<file path="src/rtl/seq_alu.sv">
// Sequential ALU: one-cycle basic ops, plus iterative one-bit-per-cycle multiply/divide.
// Define SEQ_ALU_MULDIV_EN to build the mul/div datapath; without it mul/div ops complete as illegal.
module seq_alu #(
  parameter int unsigned DATA_WIDTH = 32,
  parameter int unsigned SHAMT_W    = $clog2(DATA_WIDTH)
) (
  input  logic                  clk,
  input  logic                  resetn,
  input  logic                  in_valid,
  output logic                  in_ready,
  input  logic [DATA_WIDTH-1:0] A,
  input  logic [DATA_WIDTH-1:0] B,
  input  logic [4:0]            op,
  output logic                  out_valid,
  input  logic                  out_ready,
  output logic [DATA_WIDTH-1:0] result,
  output logic [DATA_WIDTH-1:0] hi,
  output logic                  overflow,
  output logic                  carryout,
  output logic                  zero,
  output logic                  div_zero,
  output logic                  illegal
);

  localparam int unsigned W = DATA_WIDTH;

  typedef enum logic [1:0] {
    S_IDLE = 2'd0,
    S_BUSY = 2'd1,
    S_DONE = 2'd2
  } state_e;

  typedef struct packed {
    logic [W-1:0] result;
    logic [W-1:0] hi;
    logic         overflow;
    logic         carryout;
    logic         zero;
    logic         div_zero;
    logic         illegal;
  } res_t;

  state_e       state_q, state_d;
  logic         out_valid_q, out_valid_d;
  res_t         res_q, res_d;
  res_t         basic_res;
  logic         xfer;
  logic         md_op;
  logic         is_sub;
  logic [W:0]   sum;
  logic [SHAMT_W-1:0] shamt;

  // in_ready is the only output allowed to follow out_ready combinationally
  assign in_ready = resetn & ((state_q == S_IDLE) | ((state_q == S_DONE) & out_ready));
  assign xfer     = in_valid & in_ready;

  // Single-cycle operations; any op[4]=1 lands here only when mul/div is not built
  always_comb begin
    basic_res = '0;
    is_sub    = (op[3:0] == 4'b1010);
    shamt     = B[SHAMT_W-1:0];
    sum       = {1'b0, A} + {1'b0, (is_sub ? ~B : B)} + (W+1)'(is_sub);
    if (!op[4]) begin
      case (op[3:0])
        4'b0000: basic_res.result = A & B;
        4'b0001: basic_res.result = A | B;
        4'b0011: basic_res.result = ~(A | B);
        4'b0101: basic_res.result = A ^ B;
        4'b0100: basic_res.result = A << shamt;
        4'b0110: basic_res.result = A >> shamt;
        4'b0111: basic_res.result = W'($signed(A) >>> shamt);
        4'b0010, 4'b1010: begin
          basic_res.result   = sum[W-1:0];
          basic_res.carryout = is_sub ? ~sum[W] : sum[W];
          basic_res.overflow = ((A[W-1] ^ B[W-1]) == is_sub) & (sum[W-1] != A[W-1]);
        end
        4'b1011: basic_res.result = W'($signed(A) < $signed(B));
        4'b1111: basic_res.result = W'(A < B);
        default: basic_res.illegal = 1'b1;
      endcase
    end else begin
      basic_res.illegal = 1'b1;
    end
    basic_res.zero = (basic_res.result == '0);
  end

`ifdef SEQ_ALU_MULDIV_EN
  localparam int unsigned CNT_W = $clog2(DATA_WIDTH);

  logic [W-1:0]     wk_hi_q, wk_hi_d, wk_lo_q, wk_lo_d, dvs_q, dvs_d, a_q, a_d;
  logic [CNT_W-1:0] cnt_q, cnt_d;
  logic             is_div_q, is_div_d, neg_res_q, neg_res_d, neg_rem_q, neg_rem_d;
  logic             dz_q, dz_d, ovf_q, ovf_d;
  logic             a_neg, b_neg;
  logic [W-1:0]     a_mag, b_mag, step_hi, step_lo;
  logic [W:0]       mul_sum, div_shift;
  logic [2*W-1:0]   prod;
  res_t             md_res;

  assign md_op = op[4];

  // Magnitude shift-add multiply / restoring divide; signs are applied on the final step
  always_comb begin
    a_neg     = ~op[0] & A[W-1];
    b_neg     = ~op[0] & B[W-1];
    a_mag     = a_neg ? -A : A;
    b_mag     = b_neg ? -B : B;
    mul_sum   = {1'b0, wk_hi_q} + (wk_lo_q[0] ? {1'b0, dvs_q} : '0);
    div_shift = {wk_hi_q, wk_lo_q[W-1]};
    if (is_div_q) begin
      if (div_shift >= {1'b0, dvs_q}) begin
        step_hi = W'(div_shift - {1'b0, dvs_q});
        step_lo = {wk_lo_q[W-2:0], 1'b1};
      end else begin
        step_hi = div_shift[W-1:0];
        step_lo = {wk_lo_q[W-2:0], 1'b0};
      end
    end else begin
      step_hi = mul_sum[W:1];
      step_lo = {mul_sum[0], wk_lo_q[W-1:1]};
    end
    prod = neg_res_q ? -{step_hi, step_lo} : {step_hi, step_lo};

    md_res = '0;
    if (is_div_q) begin
      if (dz_q) begin
        md_res.result   = '1;
        md_res.hi       = a_q;
        md_res.div_zero = 1'b1;
      end else begin
        md_res.result   = neg_res_q ? -step_lo : step_lo;
        md_res.hi       = neg_rem_q ? -step_hi : step_hi;
        md_res.overflow = ovf_q;
      end
    end else begin
      md_res.result = prod[W-1:0];
      md_res.hi     = prod[2*W-1:W];
    end
    md_res.zero = (md_res.result == '0);

    wk_hi_d   = wk_hi_q;
    wk_lo_d   = wk_lo_q;
    dvs_d     = dvs_q;
    a_d       = a_q;
    cnt_d     = cnt_q;
    is_div_d  = is_div_q;
    neg_res_d = neg_res_q;
    neg_rem_d = neg_rem_q;
    dz_d      = dz_q;
    ovf_d     = ovf_q;
    if (xfer && md_op) begin
      wk_hi_d   = '0;
      wk_lo_d   = a_mag;
      dvs_d     = b_mag;
      a_d       = A;
      cnt_d     = '0;
      is_div_d  = op[1];
      neg_res_d = a_neg ^ b_neg;
      neg_rem_d = a_neg;
      dz_d      = op[1] & (B == '0);
      ovf_d     = op[1] & ~op[0] & (A == {1'b1, {(W-1){1'b0}}}) & (B == '1);
    end else if (state_q == S_BUSY) begin
      wk_hi_d = step_hi;
      wk_lo_d = step_lo;
      cnt_d   = cnt_q + CNT_W'(1);
    end
  end
`else
  assign md_op = 1'b0;
`endif

  // Control: accept, iterate, hold result until consumed
  always_comb begin
    state_d     = state_q;
    out_valid_d = out_valid_q;
    res_d       = res_q;
    case (state_q)
      S_IDLE, S_DONE: begin
        if (xfer) begin
          if (md_op) begin
            state_d     = S_BUSY;
            out_valid_d = 1'b0;
          end else begin
            state_d     = S_DONE;
            out_valid_d = 1'b1;
            res_d       = basic_res;
          end
        end else if ((state_q == S_DONE) && out_ready) begin
          state_d     = S_IDLE;
          out_valid_d = 1'b0;
        end
      end
`ifdef SEQ_ALU_MULDIV_EN
      S_BUSY: begin
        if (cnt_q == CNT_W'(W-1)) begin
          state_d     = S_DONE;
          out_valid_d = 1'b1;
          res_d       = md_res;
        end
      end
`endif
      default: begin
        state_d     = S_IDLE;
        out_valid_d = 1'b0;
      end
    endcase
  end

  always_ff @(posedge clk or negedge resetn) begin
    if (!resetn) begin
      state_q     <= S_IDLE;
      out_valid_q <= 1'b0;
      res_q       <= '0;
`ifdef SEQ_ALU_MULDIV_EN
      wk_hi_q     <= '0;
      wk_lo_q     <= '0;
      dvs_q       <= '0;
      a_q         <= '0;
      cnt_q       <= '0;
      is_div_q    <= 1'b0;
      neg_res_q   <= 1'b0;
      neg_rem_q   <= 1'b0;
      dz_q        <= 1'b0;
      ovf_q       <= 1'b0;
`endif
    end else begin
      state_q     <= state_d;
      out_valid_q <= out_valid_d;
      res_q       <= res_d;
`ifdef SEQ_ALU_MULDIV_EN
      wk_hi_q     <= wk_hi_d;
      wk_lo_q     <= wk_lo_d;
      dvs_q       <= dvs_d;
      a_q         <= a_d;
      cnt_q       <= cnt_d;
      is_div_q    <= is_div_d;
      neg_res_q   <= neg_res_d;
      neg_rem_q   <= neg_rem_d;
      dz_q        <= dz_d;
      ovf_q       <= ovf_d;
`endif
    end
  end

  assign out_valid = out_valid_q;
  assign result    = res_q.result;
  assign hi        = res_q.hi;
  assign overflow  = res_q.overflow;
  assign carryout  = res_q.carryout;
  assign zero      = res_q.zero;
  assign div_zero  = res_q.div_zero;
  assign illegal   = res_q.illegal;

endmodule

</file>
<file path="config.mk">
export PLATFORM = sky130hd
export DESIGN_NAME = seq_alu
export DESIGN_NICKNAME = d
export VERILOG_FILES = /design/src/rtl/seq_alu.sv
export SDC_FILE = /design/constraint.sdc
export NUM_CORES = 1
export LEC_CHECK = 0
export CORE_MARGIN = 3
export CORE_UTILIZATION = 55
export CTS_CLUSTER_DIAMETER = 60
export DETAILED_ROUTE_END_ITERATION = 16
export PLACE_DENSITY = 0.79
export SLEW_MARGIN = 20
export SYNTH_ARGS = -nofsm -noshare
export SYNTH_HDL_FRONTEND = slang
export SYNTH_SLANG_ARGS = --single-unit
</file>
<file path="constraint.sdc">
create_clock -name clk -period 2.2 [get_ports clk]
set_clock_uncertainty 0.05 [all_clocks]
set_input_delay 0.66 -clock clk [delete_from_list [all_inputs] [get_ports clk]]
set_output_delay 0.66 -clock clk [all_outputs]
set_load 0.005 [all_outputs]
</file>
==> results of run 1 <==
-- cell usage after synthesis, types with 9 or more instances --
library cell	n	area (µm²)
a2111oi_0	15	131
a211oi_1	33	248
a21o_1	14	105
a21oi_1	81	405
a22o_1	18	158
a22oi_1	24	180
a31oi_1	14	87.6
a32oi_1	12	105
and3_1	15	93.8
buf_1	16	60.1
buf_2	27	135
buf_4	36	270
clkbuf_1	59	221
dfrtp_1	37	926
ha_1	136	1700
inv_1	89	334
mux2_2	27	304
mux2i_1	69	691
mux4_2	41	923
nand2_1	143	537
nand2b_1	19	119
nand3_1	46	230
nand4_1	15	93.8
nor2_1	115	432
nor2b_1	17	106
nor3_1	31	155
nor4_1	9	56.3
o211ai_1	25	188
o21a_1	9	67.6
o21ai_0	93	465
o221ai_1	11	96.3
o22ai_1	32	200
or3_1	14	87.6
xnor2_1	47	412
xor2_1	11	96.3
-- metal layers --
metal / overflow / track usage, %
met1: 1865 / 125
met2: 1618 / 124
met3: 695 / 109
met4: 590 / 99.3
met5: 73 / 98.6
-- per-stage QoR --
step	TNS, ns	utilization [%]	worst slack, ns	hold WS, ns	cell area (µm²)
after floorplan	-46.00	-	-2.42	0.314	12500
after global placement	-63.85	83.9	-2.79	0.404	17700
after detailed placement	-72.55	83.9	-3.12	0.405	17700
after CTS	-47.11	91.4	-2.47	0.425	19300
-- cells by family after synthesis --
kind of cell	share of synthesized area, %
other	0.0314
AND/OR/NAND/NOR	19.4
flip-flops	7.76
XOR/XNOR	4.26
multiplexers	16.4
buffers and inverters	9.34
AO/OA/AOI/OAI	28.3
adder cells (fa/ha/maj)	14.4
-- timing repair --
action	4_1_cts
cloned	0
setup buffers	60
hold buffers	0
pin swaps	73
resized for setup	238
setup endpoints to repair	37
==> impl_metrics.ini, run 1 <==
[run_status]
status = stopped before the end
lastStage = global routing (5_1_grt)
error_line = [ERROR GRT-0116] Global routing finished with congestion. Check the congestion regions in the DRC Viewer.

[cts]
cts_root_buf = clkbuf_16
h-tree-depth = 2
numCtsBuffers = 5
clockBufferDepth = 2
cts_sinks = 37

[global_routing]
grt_max_degree = 44
grt_pass1_wl_mm = 199
grt_overflow = 4841
track_usage_pct = 117
first_global_vias = 24300

[yosys]
syn_inst = 1570
synth-seq-cells = 37
synth_edf_count = 0
synth_warnings = 0
async_flop_share_pct = 100
synth_cell_types = 90
syn_area_um2 = 11900
ys_seq_area_share_pct = 7.76
syn_avg_cell_area_um2 = 7.60
synth_ff_type = dfrtp_1

[placed_design]
dp_hpwl_mm = 52.7
dp.cells = 2467
io_buffer_count = 110
place_congestion = 1.26

[floorplan]
die_h_um = 153
die_w_um = 153
rows = 53
io_pins = 144
start_util_pct = 56.4
==> run 2, diff against run 1 <==
--- a/config.mk
+++ b/config.mk
@@ -6,10 +6,9 @@
 export NUM_CORES = 1
 export LEC_CHECK = 0
 export CORE_MARGIN = 3
-export CORE_UTILIZATION = 55
-export CTS_CLUSTER_DIAMETER = 60
+export CORE_UTILIZATION = 40
 export DETAILED_ROUTE_END_ITERATION = 16
-export PLACE_DENSITY = 0.79
+export PLACE_DENSITY_LB_ADDON = 0.15
 export SLEW_MARGIN = 20
 export SYNTH_ARGS = -nofsm -noshare
 export SYNTH_HDL_FRONTEND = slang
==> run 2 against run 1 <==
Effect of this change: the flow now finishes, with violations (setup timing); synthesized cell count did not move; synthesized area is the same.
==> impl_metrics.ini, run 2 <==
[run_status]
status = finished with violations
violations = setup timing

[setup_path]
reg2reg_to = zero
r2r_start = out_valid
cp_max_fo = 5
crit_path_start_kind = primary input
crit_start = op[2]
crit_buf_inv = 5
worstPathRequired_ns = 2.35
cp-end-kind = flop
crit_end = zero
crit_path_frequent_cell = buf_4
critPathKind = primary input to flop
r2r_slack_ns = 0.02
path_cells = buf_6, nand4bb_4, buf_4, buf_4, xnor2_1, ha_1, a21oi_1, o21ai_1, and2_1, o32a_1, xnor2_1, buf_4, o211ai_1, or2_1, or4_4, nor4_4, buf_4, nand2_2, o31ai_2
cp_num_cells = 19
rr_worst_depth = 8
worstPathArrival_ns = 4.71
crit_path_max_incr_delay_ns = 0.55
cpLargestDelayFamily = simple AND/OR/NAND/NOR gates
crit_slowest_cell = or4_4

[power_and_ir_drop]
pwr-share-seq_pct = 10.9
pwr-share-comb_pct = 75.8
power_leakage_uw = 0.00973
swShare_pct = 43.6
vdd_drop_max_mv = 0.319
p_switching_uw = 3150
total_power_uw = 7220
power.internal_uw = 4070
power_per_cell_area_nw_per_um2 = 349
clockPowerShare_pct = 13.3

[cts]
clockBufferDepth = 2
h-tree-depth = 2
clkTransAtPathRegs_ns = 0.06
numCtsBuffers = 5
cts_tree = yes
cts_hold_buf = 0
cts_sinks = 37
cts_root_buf = clkbuf_16
insertion_delay_ns = 0.29

[global_routing]
grt_max_degree = 38
grt_overflow = 0
first_global_vias = 16600
grt_pass1_wl_mm = 105
grt_antenna_before_repair = 3
track_usage_pct = 44.4

[floorplan]
start_util_pct = 41.0
io_pins = 144
die_area_um2 = 31900
die_h_um = 179
core_um2 = 29100
rows = 62
die_w_um = 179

[finish]
fin_nets = 2547
finish.utilization_pct = 71.0
final_common_cell = buf_4
drive_gt1_share_pct = 45.7
largest_reg_flops = 32
layout.cells.non_filler = 2724
synthToLayoutAreaGrowth_pct = 73.1
final_cell_mix = 676 x buf_4, 134 x nand2_1, 124 x ha_1, 107 x nor2_1, 81 x inv_1

[drt]
wirelength_mm = 73.7
dr.pass1.iters = 6
ant_nets = 0
drt-initial-drc-count = 2109
routedWlPerCell_um = 27.1
drc = 0
vias = 17100
viasPerCell = 6.26

[sta]
rsz0062_at_grt = yes
slew_viol_final = 0
hold_viol = 0
setup_tns_ns = -44.75
slew_headroom_pct = 31.5
tightestPinTransition_ns = 1.00
period_share_pct = 207
clock.fmax_ghz = 0.219
setup_ws_ns = -2.36
min_period_ns = 4.56
setup_viol = 35

[yosys]
synth_top_area_share_pct = 14.3
synth_ff_type = dfrtp_1
ys_seq_area_share_pct = 7.76
syn_inst = 1570
syn_area_um2 = 11900
synth_most_common_cell = nand2_1
synth_edf_count = 0
synth_area_leader_cell = ha_1
synth_cell_types = 90
synth_warnings = 0
syn_avg_cell_area_um2 = 7.60
synth-seq-cells = 37
async_flop_share_pct = 100
synthTopCellsByArea = ha_1 14%, dfrtp_1 7.8%, mux4_2 7.7%
ys_top_cells_by_count = 143 x nand2_1, 136 x ha_1, 115 x nor2_1, 93 x o21ai_0, 89 x inv_1

[placed_design]
dp.cells = 2631
dp_hpwl_mm = 58.7
pre_cts_slack_ns = -2.94
place_congestion = 1.10
io_buffer_count = 110

[min_path]
worstHoldStart = result[12]
hp-class = flop to flop

[job]
drv_cap = 0
[run 2: cell counts after synthesis]
No cell type changed its count.
[run 2: how the worst min path moves through the flow]
stage	slack [ns]	cells after the start	endpoint
2_1_floorplan	0.31	0	carryout
3_5_place_dp	0.41	2	result[0]
6_report	0.43	1	result[12]
4_1_cts	0.43	1	result[12]
3_3_place_gp	0.41	2	result[8]
5_1_grt	0.44	1	result[12]
[run 2: final cells by class]
| type | instances | area (µm²) |
|---|---|---|
| diodes | 2 | 5.00 |
| repair buffers | 873 | 7330 |
| inverters | 93 | 359 |
| flip-flops and latches | 37 | 926 |
| multi-input cells | 1327 | 11400 |
| clock inverters | 3 | 68.8 |
| well taps | 384 | 480 |
| clock buffers | 5 | 125 |
| fillers | 2329 | 8430 |
[run 2: what timing repair did]
| item | in CTS | in global routing |
|---|---|---|
| setup buffers | 92 | 18 |
| setup endpoints to repair | 37 | 36 |
| gates resized for setup | 321 | 85 |
| gates cloned | 3 | 0 |
| pin swaps | 103 | 64 |
[run 2: logic make-up after synthesis]
family                     after synthesis  synth area share [%]
and+or+nand+nor                        475                  19.4
other                                    1                0.0314
muxes                                  141                  16.4
buffers and inverters                  238                  9.34
xor gates and xnor gates                58                  4.26
DFF                                     37                  7.76
AOI/OAI and AO/OA                      483                  28.3
adders and majority gates              137                  14.4
[run 2: power groups by stage]
stage               clock [µW]  sequential (µW)  combinational, µW
floorplan                    0              794               2060
global placement             0              792               4480
CTS                        968              783               5110
global route              1000              790               5690
detailed placement           0              792               4520
finish                     962              784               5470
[run 2: routing by layer]
layer / share of wire, % / vias to the layer above / track usage (%)
li1: - / 7407 / -
met1: 38 / 8145 / 56.2
met2: 43 / 1187 / 67.5
met3: 11 / 320 / 12.5
met4: 7.5 / 2 / 25.3
met5: 0.018 / - / 0
[run 2: metrics by stage]
step	cell area (µm²)	hold WS (ns)
floorplan	12500	0.314
global placement	18300	0.408
detailed placement	18300	0.409
global route	20700	0.444
finish	20700	0.430
CTS	20300	0.434
Note: power is estimated with default switching activity, not from simulation.
==> run 3, diff against run 2 <==
--- a/config.mk
+++ b/config.mk
@@ -7,8 +7,10 @@
 export LEC_CHECK = 0
 export CORE_MARGIN = 3
 export CORE_UTILIZATION = 40
+export CTS_CLUSTER_SIZE = 8
 export DETAILED_ROUTE_END_ITERATION = 16
 export PLACE_DENSITY_LB_ADDON = 0.15
+export REMOVE_ABC_BUFFERS = 1
 export SLEW_MARGIN = 20
 export SYNTH_ARGS = -nofsm -noshare
 export SYNTH_HDL_FRONTEND = slang
==> run 3 against run 2 <==
Effect of this change: the flow still finishes with violations (setup timing); setup slack better by 0.067 ns; sequential share of layout area hardly changed; combinational power rose by 4.2%; register-to-register slack improved by 0.18 ns; critical path type unchanged.
==> impl_metrics.ini, run 3 (synthesis gave the netlist of run 2 again) <==
[finish]
drive_gt1_share_pct = 46.8
finish.utilization_pct = 71.4
layout.cells.non_filler = 2703
fin_nets = 2526
synthToLayoutAreaGrowth_pct = 74.1
fill_cells = 2218
postLayoutCellArea_um2 = 20800
final_common_cell = buf_4
largest_reg_flops = 32
final_cell_mix = 657 x buf_4, 136 x nand2_1, 107 x nor2_1, 104 x ha_1, 71 x inv_1

[sta]
hold_viol = 0
slew_headroom_pct = 45.6
slew_viol_final = 0
rsz0062_at_grt = yes
setup_ws_ns = -2.29
min_period_ns = 4.49
tightestPinTransition_ns = 0.804
period_share_pct = 204
hold_ws_ns = 0.429
clock.fmax_ghz = 0.223
setup_viol = 35

[global_routing]
grt_overflow = 0
grt_max_degree = 44
track_usage_pct = 47.4
grt_pass1_wl_mm = 111
first_global_vias = 16800
grt_antenna_before_repair = 4

[cts]
cts_tree = yes
h-tree-depth = 2
cts_hold_buf = 0
cts_root_buf = clkbuf_16
cts_sinks = 37
numCtsBuffers = 5
insertion_delay_ns = 0.28
clockBufferDepth = 2
clkTransAtPathRegs_ns = 0.06

[placed_design]
dp_hpwl_mm = 62.4
io_buffer_count = 110
dp.cells = 2625
place_congestion = 1.10
post_dp_cell_area_um2 = 18100

[floorplan]
die_w_um = 179
core_um2 = 29100
start_util_pct = 41.0
io_pins = 144
die_area_um2 = 31900
rows = 62
die_h_um = 179

[setup_path]
path_cells = buf_8, nand4bb_4, buf_6, buf_6, nor2_4, a21oi_2, fa_2, nand3b_1, a21oi_2, nor2_4, xor2_1, o21ai_1, or3_1, or4_4, or4_4, nor4_4, nand2_1, o31ai_2
cp_max_fo = 4
cp-end-kind = flop
crit_slowest_cell = or4_4
reg2reg_to = zero
cpLargestDelayFamily = simple AND/OR/NAND/NOR gates
cp_num_cells = 18
worstPathArrival_ns = 4.64
crit_path_start_kind = primary input
worstPathRequired_ns = 2.35
r2r_start = out_valid
r2r_slack_ns = 0.20
crit_start = op[2]
rr_worst_depth = 7
crit_path_max_incr_delay_ns = 0.55
crit_end = zero
critPathKind = primary input to flop
crit_buf_inv = 3

[drt]
drt-initial-drc-count = 2625
ant_nets = 0
dr.pass1.iters = 6
routedWlPerCell_um = 30.4
wirelength_mm = 82.1
drc = 0
vias = 17800
viasPerCell = 6.60

[job]
drv_cap = 0

[power_and_ir_drop]
power_leakage_uw = 0.00970
total_power_uw = 7210
power_per_cell_area_nw_per_um2 = 347
vdd_drop_max_mv = 0.294

[run_status]
violations = setup timing
status = finished with violations

[min_path]
hp-class = flop to flop
worst_hold_path.num_cells = 2
## run 3: worst register-to-register path, cell delays in order (launching register included)
cell and delay (ns):
dfrtp_1 0.40, nand2b_4 0.08, and3_1 0.19, o2111ai_1 0.15, or4_4 0.46, nor4_4 0.29, nand2_1 0.11, o31ai_2 0.18
## run 3: layout make-up
class / instances / area (µm²) / share of cell area [%]
Clock buffer: 7 / 143 / 0.687
Sequential cell: 37 / 926 / 4.46
Antenna cell: 3 / 7.51 / 0.0361
Timing Repair Buffer: 852 / 7180 / 34.5
Inverter: 93 / 353 / 1.70
Multi-Input combinational cell: 1327 / 11700 / 56.3
Tap cell: 384 / 480 / 2.31
## run 3: worst min-delay path by stage
stage | from | end | slack [ns]
final | result[6] | result[6] | 0.43
after floorplan | resetn | carryout | 0.31
after global routing | result[5] | result[5] | 0.46
after detailed placement | illegal | illegal | 0.42
after global placement | result[0] | result[0] | 0.40
after CTS | result[6] | result[6] | 0.44
## run 3: stage by stage
step	setup TNS (ns)	setup slack [ns]
6_report	-48.93	-2.29
5_1_grt	-50.87	-2.40
4_1_cts	-44.23	-2.13
3_5_place_dp	-71.76	-3.13
3_3_place_gp	-69.29	-3.04
2_1_floorplan	-85.13	-3.67
## run 3: routing by layer
metal | global-route usage (%) | routed length (µm) | share of wire, % | up-vias
met5 | 0 | 0 | 0 | -
met4 | 35.6 | 8800 | 11 | 0
met3 | 10.1 | 10200 | 12 | 470
met2 | 71.6 | 34200 | 42 | 1569
met1 | 59.0 | 28900 | 35 | 8423
li1 | - | - | - | 7370
## run 3: where the power goes
part           internal (µW)  total (µW)  switching [µW]  leakage [µW]
clock                    445         730             284     0.0000700
combinational           2710        5700            2990       0.00913
sequential               745         785            40.2      0.000501
total                   3900        7210            3310       0.00970
## run 3: what timing repair did
item	4_1_cts	5_1_grt
setup endpoints to repair	37	36
setup buffers	63	21
pin swaps	122	67
hold endpoints to repair	0	0
gates resized for setup	371	165
cloned	1	1
==> run 4, diff against run 3 <==
--- a/config.mk
+++ b/config.mk
@@ -5,6 +5,8 @@
 export SDC_FILE = /design/constraint.sdc
 export NUM_CORES = 1
 export LEC_CHECK = 0
+export CELL_PAD_IN_SITES_DETAIL_PLACEMENT = 1
+export CELL_PAD_IN_SITES_GLOBAL_PLACEMENT = 1
 export CORE_MARGIN = 3
 export CORE_UTILIZATION = 40
 export CTS_CLUSTER_SIZE = 8
==> run 4 against run 3 <==
Effect of this change: the flow now stops in clock tree synthesis (4_1_cts); synthesized area is the same; synthesized cell count stayed put.
==> impl_metrics.ini, run 4 <==
[run_status]
status = stopped before the end
lastStage = clock tree synthesis (4_1_cts)
error_line = [ERROR DPL-0033] detailed placement checks failed during check placement.

[yosys]
synth-adder-area-share_pct = 14.4
synth_area_leader_cell = ha_1
ys_seq_area_share_pct = 7.76
synth_mux_area_share_pct = 16.4
synth_warnings = 0
synth_top_family_by_area = compound AO/OA/AOI/OAI gates
synthTopCellsByArea = ha_1 14%, dfrtp_1 7.8%, mux4_2 7.7%
synth_top_area_share_pct = 14.3
synth_edf_count = 0
synth_ff_type = dfrtp_1
ys_top_cells_by_count = 143 x nand2_1, 136 x ha_1, 115 x nor2_1, 93 x o21ai_0, 89 x inv_1
synth_xor_area_share_pct = 4.26
synth-seq-cells = 37
synth_most_common_cell = nand2_1
syn_inst = 1570
synth_simple_gate_area_share_pct = 19.4
synth_cell_types = 90
syn_area_um2 = 11900
async_flop_share_pct = 100
synth_compound_area_share_pct = 28.3
syn_avg_cell_area_um2 = 7.60

[cts]
h-tree-depth = 2
cts_sinks = 37
cts_hold_buf = 0
post_cts_buffers = 102
cts_root_buf = clkbuf_16
cts_resized = 473
clockBufferDepth = 2
numCtsBuffers = 5

[placed_design]
dp_hpwl_mm = 70.4
place_congestion = 1.13
io_buffer_count = 110

[floorplan]
die_h_um = 179
die_w_um = 179
io_pins = 144
start_util_pct = 41.0
rows = 62
-- run 4: cell families after synthesis --
logic type,after synthesis
AOI/OAI and AO/OA,483
buffers and inverters,238
and+or+nand+nor,475
other,1
muxes,141
DFF,37
adders and majority gates,137
xor gates and xnor gates,58
-- run 4: through the flow --
stage,cells,setup WS [ns],area [µm²]
global placement,2631,-3.15,18100
floorplan,1457,-3.67,11300
detailed placement,2632,-3.42,18100
